## config.mk

```make
export PLATFORM = sky130hd
export DESIGN_NAME = fetch_queue
export DESIGN_NICKNAME = d
export VERILOG_FILES = /design/src/rtl/fetch_queue.sv
export SDC_FILE = /design/constraint.sdc
export NUM_CORES = 1
export LEC_CHECK = 0
export CAP_MARGIN = 10
export CORE_MARGIN = 3
export CORE_UTILIZATION = 25
export DETAILED_ROUTE_END_ITERATION = 8
export PLACE_DENSITY = 0.39
export SYNTH_ARGS = -nofsm -noshare
export SYNTH_HDL_FRONTEND = slang
export SYNTH_SLANG_ARGS = --single-unit
```

## constraint.sdc

```tcl
create_clock -name clk -period 4.5 [get_ports clk]
set_input_delay 0.9 -clock clk [delete_from_list [all_inputs] [get_ports clk]]
set_output_delay 0.9 -clock clk [all_outputs]
set_load 0.005 [all_outputs]
```

## src/rtl/fetch_queue.sv

```systemverilog
// fetch_queue: sequential instruction fetch with a MEM_LAT-deep in-flight tracker feeding a decode FIFO.
// Optional macro FETCH_QUEUE_BYPASS_EN forwards a returning word straight to decode when the FIFO is empty.
module fetch_queue #(
  parameter int          DEPTH    = 4,
  parameter int          MEM_LAT  = 2,
  parameter logic [61:0] RESET_PC = 62'h0
) (
  input  logic        clk,
  input  logic        rst_n,
  input  logic        redirect_valid,
  input  logic [61:0] redirect_pc,
  output logic [61:0] mem_raddr,
  input  logic [31:0] mem_rdata,
  output logic        out_valid,
  input  logic        out_ready,
  output logic [31:0] out_ins,
  output logic [61:0] out_pc
);

  localparam int          AW       = (DEPTH > 1) ? $clog2(DEPTH) : 1;
  localparam int          CW       = $clog2(DEPTH + MEM_LAT + 1);
  localparam logic [AW:0] OCC_FULL = (AW + 1)'(DEPTH);

  logic [61:0]        r_fetch_pc;
  logic [MEM_LAT-1:0] r_trk_vld;
  logic [61:0]        r_trk_pc [MEM_LAT];
  logic [31:0]        r_ins    [DEPTH];
  logic [61:0]        r_pc     [DEPTH];
  logic [AW-1:0]      r_rd_ptr;
  logic [AW-1:0]      r_wr_ptr;
  logic [AW:0]        r_occ;

  logic [CW-1:0]      w_inflight;
  logic               w_issue;
  logic               w_ret;
  logic               w_fifo_nempty;
  logic               w_bypass;
  logic               w_pop;
  logic               w_push;

  always_comb begin
    w_inflight = '0;
    for (int i = 0; i < MEM_LAT; i++) begin
      w_inflight = w_inflight + CW'(r_trk_vld[i]);
    end
  end

  // A pop this cycle is deliberately not credited, so occ + inflight never exceeds DEPTH.
  assign w_issue       = !redirect_valid && ((CW'(r_occ) + w_inflight) < CW'(DEPTH));
  assign w_ret         = r_trk_vld[MEM_LAT-1];
  assign w_fifo_nempty = (r_occ != '0);

`ifdef FETCH_QUEUE_BYPASS_EN
  assign w_bypass = w_ret && !w_fifo_nempty && !redirect_valid;
`else
  assign w_bypass = 1'b0;
`endif

  assign w_pop     = w_fifo_nempty && out_ready && !redirect_valid;
  assign w_push    = w_ret && !redirect_valid && !(w_bypass && out_ready);
  assign mem_raddr = r_fetch_pc;
  assign out_valid = w_fifo_nempty || w_bypass;

  always_comb begin
    out_ins = '0;
    out_pc  = '0;
    if (w_fifo_nempty) begin
      out_ins = r_ins[r_rd_ptr];
      out_pc  = r_pc[r_rd_ptr];
    end else if (w_bypass) begin
      out_ins = mem_rdata;
      out_pc  = r_trk_pc[MEM_LAT-1];
    end
  end

  // Control state: fetch PC, tracker valids, FIFO pointers and occupancy.
  always_ff @(posedge clk or negedge rst_n) begin
    if (!rst_n) begin
      r_fetch_pc <= RESET_PC;
      r_trk_vld  <= '0;
      r_rd_ptr   <= '0;
      r_wr_ptr   <= '0;
      r_occ      <= '0;
    end else if (redirect_valid) begin
      r_fetch_pc <= redirect_pc;
      r_trk_vld  <= '0;
      r_rd_ptr   <= '0;
      r_wr_ptr   <= '0;
      r_occ      <= '0;
    end else begin
      r_trk_vld <= MEM_LAT'({r_trk_vld, w_issue});
      if (w_issue) r_fetch_pc <= r_fetch_pc + 62'd1;
      if (w_pop)   r_rd_ptr   <= r_rd_ptr + AW'(1);
      if (w_push)  r_wr_ptr   <= r_wr_ptr + AW'(1);
      case ({w_push, w_pop})
        2'b10:   r_occ <= r_occ + (AW + 1)'(1);
        2'b01:   r_occ <= r_occ - (AW + 1)'(1);
        default: r_occ <= r_occ;
      endcase
    end
  end

  // Data path: tracker PCs and FIFO payload carry no reset; valids above qualify them.
  always_ff @(posedge clk) begin
    r_trk_pc[0] <= r_fetch_pc;
    for (int i = 1; i < MEM_LAT; i++) begin
      r_trk_pc[i] <= r_trk_pc[i-1];
    end
    if (w_push) begin
      r_ins[r_wr_ptr] <= mem_rdata;
      r_pc[r_wr_ptr]  <= r_trk_pc[MEM_LAT-1];
    end
  end

`ifndef SYNTHESIS
  always_ff @(posedge clk) begin
    if (rst_n && w_push && !w_pop) begin
      assert (r_occ != OCC_FULL);
    end
  end
`endif

endmodule
```

==> flow_summary.ini, run 1 <==
[outcome]
status = complete, no violations

[global_routing]
antenna_found_initial = 0
grt_usage_pct = 13.15
grt_max_degree = 69
grt_pass1_wl_um = 83870
grt_pass1_vias = 12350
grt_remaining_overflow = 0

[drt]
num_vias = 11330
post_drt_wl_per_cell_um = 21.73
drcViolationCount = 0
routed_wl_um = 56520
via_per_inst = 4.358
firstDrtPassIters = 4
ant_nets = 0
first_iter_violations = 689

[floorplan]
die_w_um = 294.0
core_area_mm2 = 0.08133
die_y_um = 294.0
start_util_pct = 25.50
fp.dieArea_mm2 = 0.08644
ioPinCount = 255
rows = 104

[synth]
syn_nets = 1297
synth_area_leader_cell = edfxtp_1
syn_inst = 1192
synth.avg_cell_area_um2 = 17.40
ys_types = 41
synthTopCellsByArea = edfxtp_1 (54%), dfxtp_1 (12%), mux4_2 (10%)
synth_seq_cells = 571
ys.warnings.count = 0
synth-edff-count = 376
synth_area_mm2 = 0.02074
ys_seq_area_share_pct = 74.98
ys.flop_type = edfxtp_1
async_flop_share_pct = 12.43
synth.top_cell.area_share_pct = 54.45

[timing]
rsz0062_at_grt = no
relSlewSlack_pct = 40.72
setup_viol = 0
fmax_mhz = 255.4
period_needed_ps = 3915
fin_worst_skew_ps = 18.15
max_slew.worst_pin.slew_ps = 889.1
finalMaxSlewViolations = 0
min_period_over_period_pct = 86.99
tns_ps = 0
hold_viol = 0

[clocking]
cts_tree = yes
clock_insertion_delay_worst_skew_ps = 580
clock_path_buffers = 3
cts_root_buffer = clkbuf_16
cts_setup_buffers = 0
cts_resized = 0
cts_sinks = 571
htreeDepth = 3
path_clk_slew_ps = 60
cts_made_buffers = 67
hold_buffers = 0

[placed_design]
port_buffers = 254
post_dp_cell_area_mm2 = 0.02472
hpwl_um = 36380
routabilityCongestion = 0.7360

[worst_setup_path]
path_buf_inv = 2
critPathKind = register to output port
crit_chain = buf_12 -> mux4_2 -> and2_1 -> clkdlybuf4s50_1
slowest_delay_ps = 840
startpoint_type = register
required_ps = 3600
r2r_start = r_occ[0]$_DFFE_PN0P_
crit_start = r_rd_ptr[0]$_DFFE_PN0P_
crit_family = flip-flops
crit_fanout = 27
cp_slowest_cell = dfrtp_4
arrival_ps = 3010
end_kind = output port

[final_layout]
layout_commonest_cell = edfxtp_1
antennaDiodeCount = 0
final_cell_mix = edfxtp_1 (376), clkdlybuf4s50_1 (252), dfxtp_1 (124)
design_area_mm2 = 0.02693
fin_nets = 1594
drive_above_1_share_pct = 15.64
syn2layout_area_growth_pct = 29.87

[pwr]
peakVddDrop_v = 0.0003032
p_leak_nw = 8.988
p_per_area_mw_per_mm2 = 549.3

[min_path]
hold_start = r_trk_pc[0][49]$_DFF_P_
hold_path.class = register to register

[flow_run]
cap_violations = 0
-- power breakdown --
| part | switching (mW) | total, mW | leakage (nW) | internal (mW) |
|---|---|---|---|---|
| Sequential | 0.337 | 6.29 | 5.28 | 5.95 |
| Clock | 2.08 | 5.38 | 1.08 | 3.30 |
| Combinational | 1.35 | 3.12 | 2.63 | 1.77 |
-- routing by layer --
metal  up-vias  global-route usage (%)  share of wire [%]
li1       5173                       -                  -
met1      5807                   17.85                 46
met2       282                   21.06                 47
met3        72                   2.543                4.7
met4         0                   4.625                2.4
met5         -                       0                  0
-- synth_stat cells, types with 17 or more instances --
library cell    n
xor2_1         32
nand3_1        30
o21ai_0        47
nor2_1         43
dfxtp_1       124
nand2_1        59
and2_1        100
or3_1          17
clkbuf_1       42
dfrtp_1        71
a31oi_1        29
nand4_1        23
edfxtp_1      376
mux4_2         94
-- path summary, 6_finish.rpt --
check	end	slack (ps)	depth (start not counted)
worst max-delay path	out_pc[29]	590	4
worst min-delay path	r_trk_pc[0][111]$_DFF_P_	320	0
worst max register to register	mem_raddr[50]$_DFFE_PN0P_	1350	6
worst min register to register	r_trk_pc[0][111]$_DFF_P_	320	0
max in group asynchronous	mem_raddr[34]$_DFFE_PN0P_	3210	2
min in group asynchronous	mem_raddr[11]$_DFFE_PN0P_	330	1
-- cell type report --
class	instances	area, um2
sequential	571	15560
clock buffer	96	1952
clock inverter	25	256.5
tap	1060	1326
timing repair buffer	283	2853
inverter	11	41.29
multi-input combinational	555	4945
fill	7782	54400
-- registers in the layout, summed over array words and instances, names as in the netlist --
signal	cells
r_pc	248
r_rd_ptr	2
mem_raddr	62
r_wr_ptr	2
r_trk_vld	2
r_trk_pc	124
r_ins	128
r_occ	3
-- metrics by stage --
stage	std cells	setup slack [ps]	util (%)	total power, mW	hold slack [ps]
3_5_place_dp	2480	1120	30.40	9.663	312.1
2_1_floorplan	1192	582.8	-	7.688	309.6
4_1_cts	2601	461.7	33.11	15.16	318.4
3_3_place_gp	2480	1126	30.40	9.658	310.5
5_1_grt	2601	383.6	33.11	15.56	327.0
6_report	2601	585.3	33.11	14.79	322.2
-- kinds of logic (layout without fill, tap and decap cells) --
logic type	count (synthesis)	after routing	share of synthesized area (%)
muxes	97	97	10.35
AOI/OAI and AO/OA	99	99	2.878
DFF	571	571	74.98
and+or+nand+nor	316	316	8.562
adders and majority gates	7	7	0.4585
buffers and inverters	66	415	1.243
xor gates and xnor gates	36	36	1.520
(Power assumes the default switching activity.)
==> run 2: changes to the inputs <==
--- a/config.mk
+++ b/config.mk
@@ -10,2 +10,3 @@
 export CORE_UTILIZATION = 25
+export CTS_BUF_LIST = sky130_fd_sc_hd__clkbuf_8
 export DETAILED_ROUTE_END_ITERATION = 8
==> constraint.sdc (replaced) <==
create_clock -name clk -period 4.5 [get_ports clk]
set_input_delay 0.675 -clock clk [delete_from_list [all_inputs] [get_ports clk]]
set_output_delay 0.675 -clock clk [all_outputs]
set_load 0.005 [all_outputs]
==> run 2 against run 1 <==
Net effect:
- utilization shrank 0.31 points
- fmax increased by 2.8%
- largest power group unchanged
- critical path depth did not move
- critical endpoint is now out_ins[8]
- final cell count is 2.8% higher
==> flow_summary.ini, run 2 (synthesis results as in run 1) <==
[final_layout]
multi_input_area_mm2 = 0.004945
final_cell_mix = edfxtp_1 (376), clkdlybuf4s50_1 (252), dfxtp_1 (124)
syn2layout_area_growth_pct = 28.64
final_util_pct = 32.80
largest_register = r_pc
fill_cells = 7902
largest_reg_flops = 248
seq_area_mm2 = 0.01556
largestRegisters = r_pc x248, r_ins x128, r_trk_pc x124
fin_nets = 1624
drive_above_1_share_pct = 16.83
layout_commonest_cell = edfxtp_1

[clocking]
path_clk_slew_ps = 70
cts_sinks = 571
clock_insertion_delay_worst_skew_ps = 690
htreeDepth = 3
clock_path_buffers = 3
cts_tree = yes
cts_made_buffers = 105
cts_resized = 0
cts_root_buffer = clkbuf_8

[timing]
min_period_over_period_pct = 84.59
fmax_mhz = 262.7
rsz0062_at_grt = no
hold_viol = 0
setup_viol = 0
finalMaxSlewViolations = 0
relSlewSlack_pct = 27.02
tns_ps = 0
period_needed_ps = 3807
max_slew.worst_pin.slew_ps = 1095
fin_worst_skew_ps = 41.37

[floorplan]
core_area_mm2 = 0.08133
rows = 104
fp.dieArea_mm2 = 0.08644
die_w_um = 294.0
ioPinCount = 255
die_y_um = 294.0
start_util_pct = 25.50

[drt]
routed_wl_um = 57300
drcViolationCount = 0
num_vias = 11670
first_iter_violations = 664
firstDrtPassIters = 4
ant_nets = 0
post_drt_wl_per_cell_um = 21.43
via_per_inst = 4.363

[worst_setup_path]
slowest_delay_ps = 690
crit_chain = buf_12 -> mux4_2 -> and2_1 -> clkdlybuf4s50_1
rr_worst_depth = 6
cp_slowest_cell = dfrtp_4
cp.depth = 4
crit_fanout = 52
required_ps = 3830
startpoint_type = register
critPathKind = register to output port
end_kind = output port
arrival_ps = 3130
reg2reg_slack_ps = 1330
path_buf_inv = 2
crit_family = buffers and inverters

[pwr]
p_leak_nw = 9.058
peakVddDrop_v = 0.0003425
p_per_area_mw_per_mm2 = 526.5

[placed_design]
port_buffers = 254
hpwl_um = 34720
routabilityCongestion = 0.7424

[outcome]
status = complete, no violations

[min_path]
hold_path.class = register to register
hold_path_depth = 0

[global_routing]
grt_pass1_wl_um = 84990
grt_max_degree = 95
grt_remaining_overflow = 0
grt_pass1_vias = 12580
grt_usage_pct = 13.25
antenna_found_initial = 1

[flow_run]
cap_violations = 0
## run 2: report_power, final
group	total [mW]	leakage [nW]	internal, mW	switching (mW)
Clock	4.66	1.20	2.53	2.13
Combinational	3.11	2.58	1.74	1.36
Sequential	6.28	5.28	5.96	0.323
## run 2: what timing repair did
item,in CTS,in global routing
hold buffers,1,0
setup buffers,0,0
endpoints found under the hold margin,35,0
## run 2: cell type report
type                       instances  area share, %
timing repair buffer             275          10.43
sequential                       571          58.32
antenna                            4        0.03752
clock buffer                     116          5.985
tap                             1060          4.972
multi-input combinational        555          18.54
inverter                          11         0.1548
clock inverter                    82          1.567
## run 2: final timing paths
check / startpoint / end
setup reg to reg: r_occ[0]$_DFFE_PN0P_ / mem_raddr[43]$_DFFE_PN0P_
min in group asynchronous: rst_n / mem_raddr[13]$_DFFE_PN0P_
hold / removal: r_trk_pc[0][39]$_DFF_P_ / r_trk_pc[0][101]$_DFF_P_
setup / recovery: r_rd_ptr[0]$_DFFE_PN0P_ / out_ins[8]
hold reg to reg: r_trk_pc[0][39]$_DFF_P_ / r_trk_pc[0][101]$_DFF_P_
max in group asynchronous: rst_n / mem_raddr[39]$_DFFE_PN0P_
## run 2: worst reg2reg max path: stages (launching register included)
cell     delay [ps]
dfrtp_1         430
ha_1            310
a21o_1          220
a22oi_1         580
nand4_1         810
or3_1           610
a31oi_1         160
## run 2: per-layer routing
metal | vias up | share of wire, % | track usage [%]
met5 | - | 0 | 0
met4 | 0 | 2.1 | 4.175
met3 | 96 | 4.6 | 2.966
met2 | 290 | 47 | 21.01
met1 | 6008 | 47 | 18.10
li1 | 5272 | - | -
## run 2: metrics by stage
| stage | worst slack [ps] | area (um2) | cells | power [mW] | hold slack, ps |
|---|---|---|---|---|---|
| after CTS | 510.6 | 26670 | 2670 | 14.44 | 265.1 |
| after floorplan | 807.8 | 20740 | 1192 | 7.688 | 309.6 |
| after global placement | 1135 | 24640 | 2471 | 9.639 | 310.1 |
| after detailed placement | 1178 | 24640 | 2471 | 9.642 | 312.1 |
| after global routing | 403.0 | 26670 | 2671 | 14.87 | 319.8 |
| final | 693.2 | 26680 | 2674 | 14.05 | 320.8 |
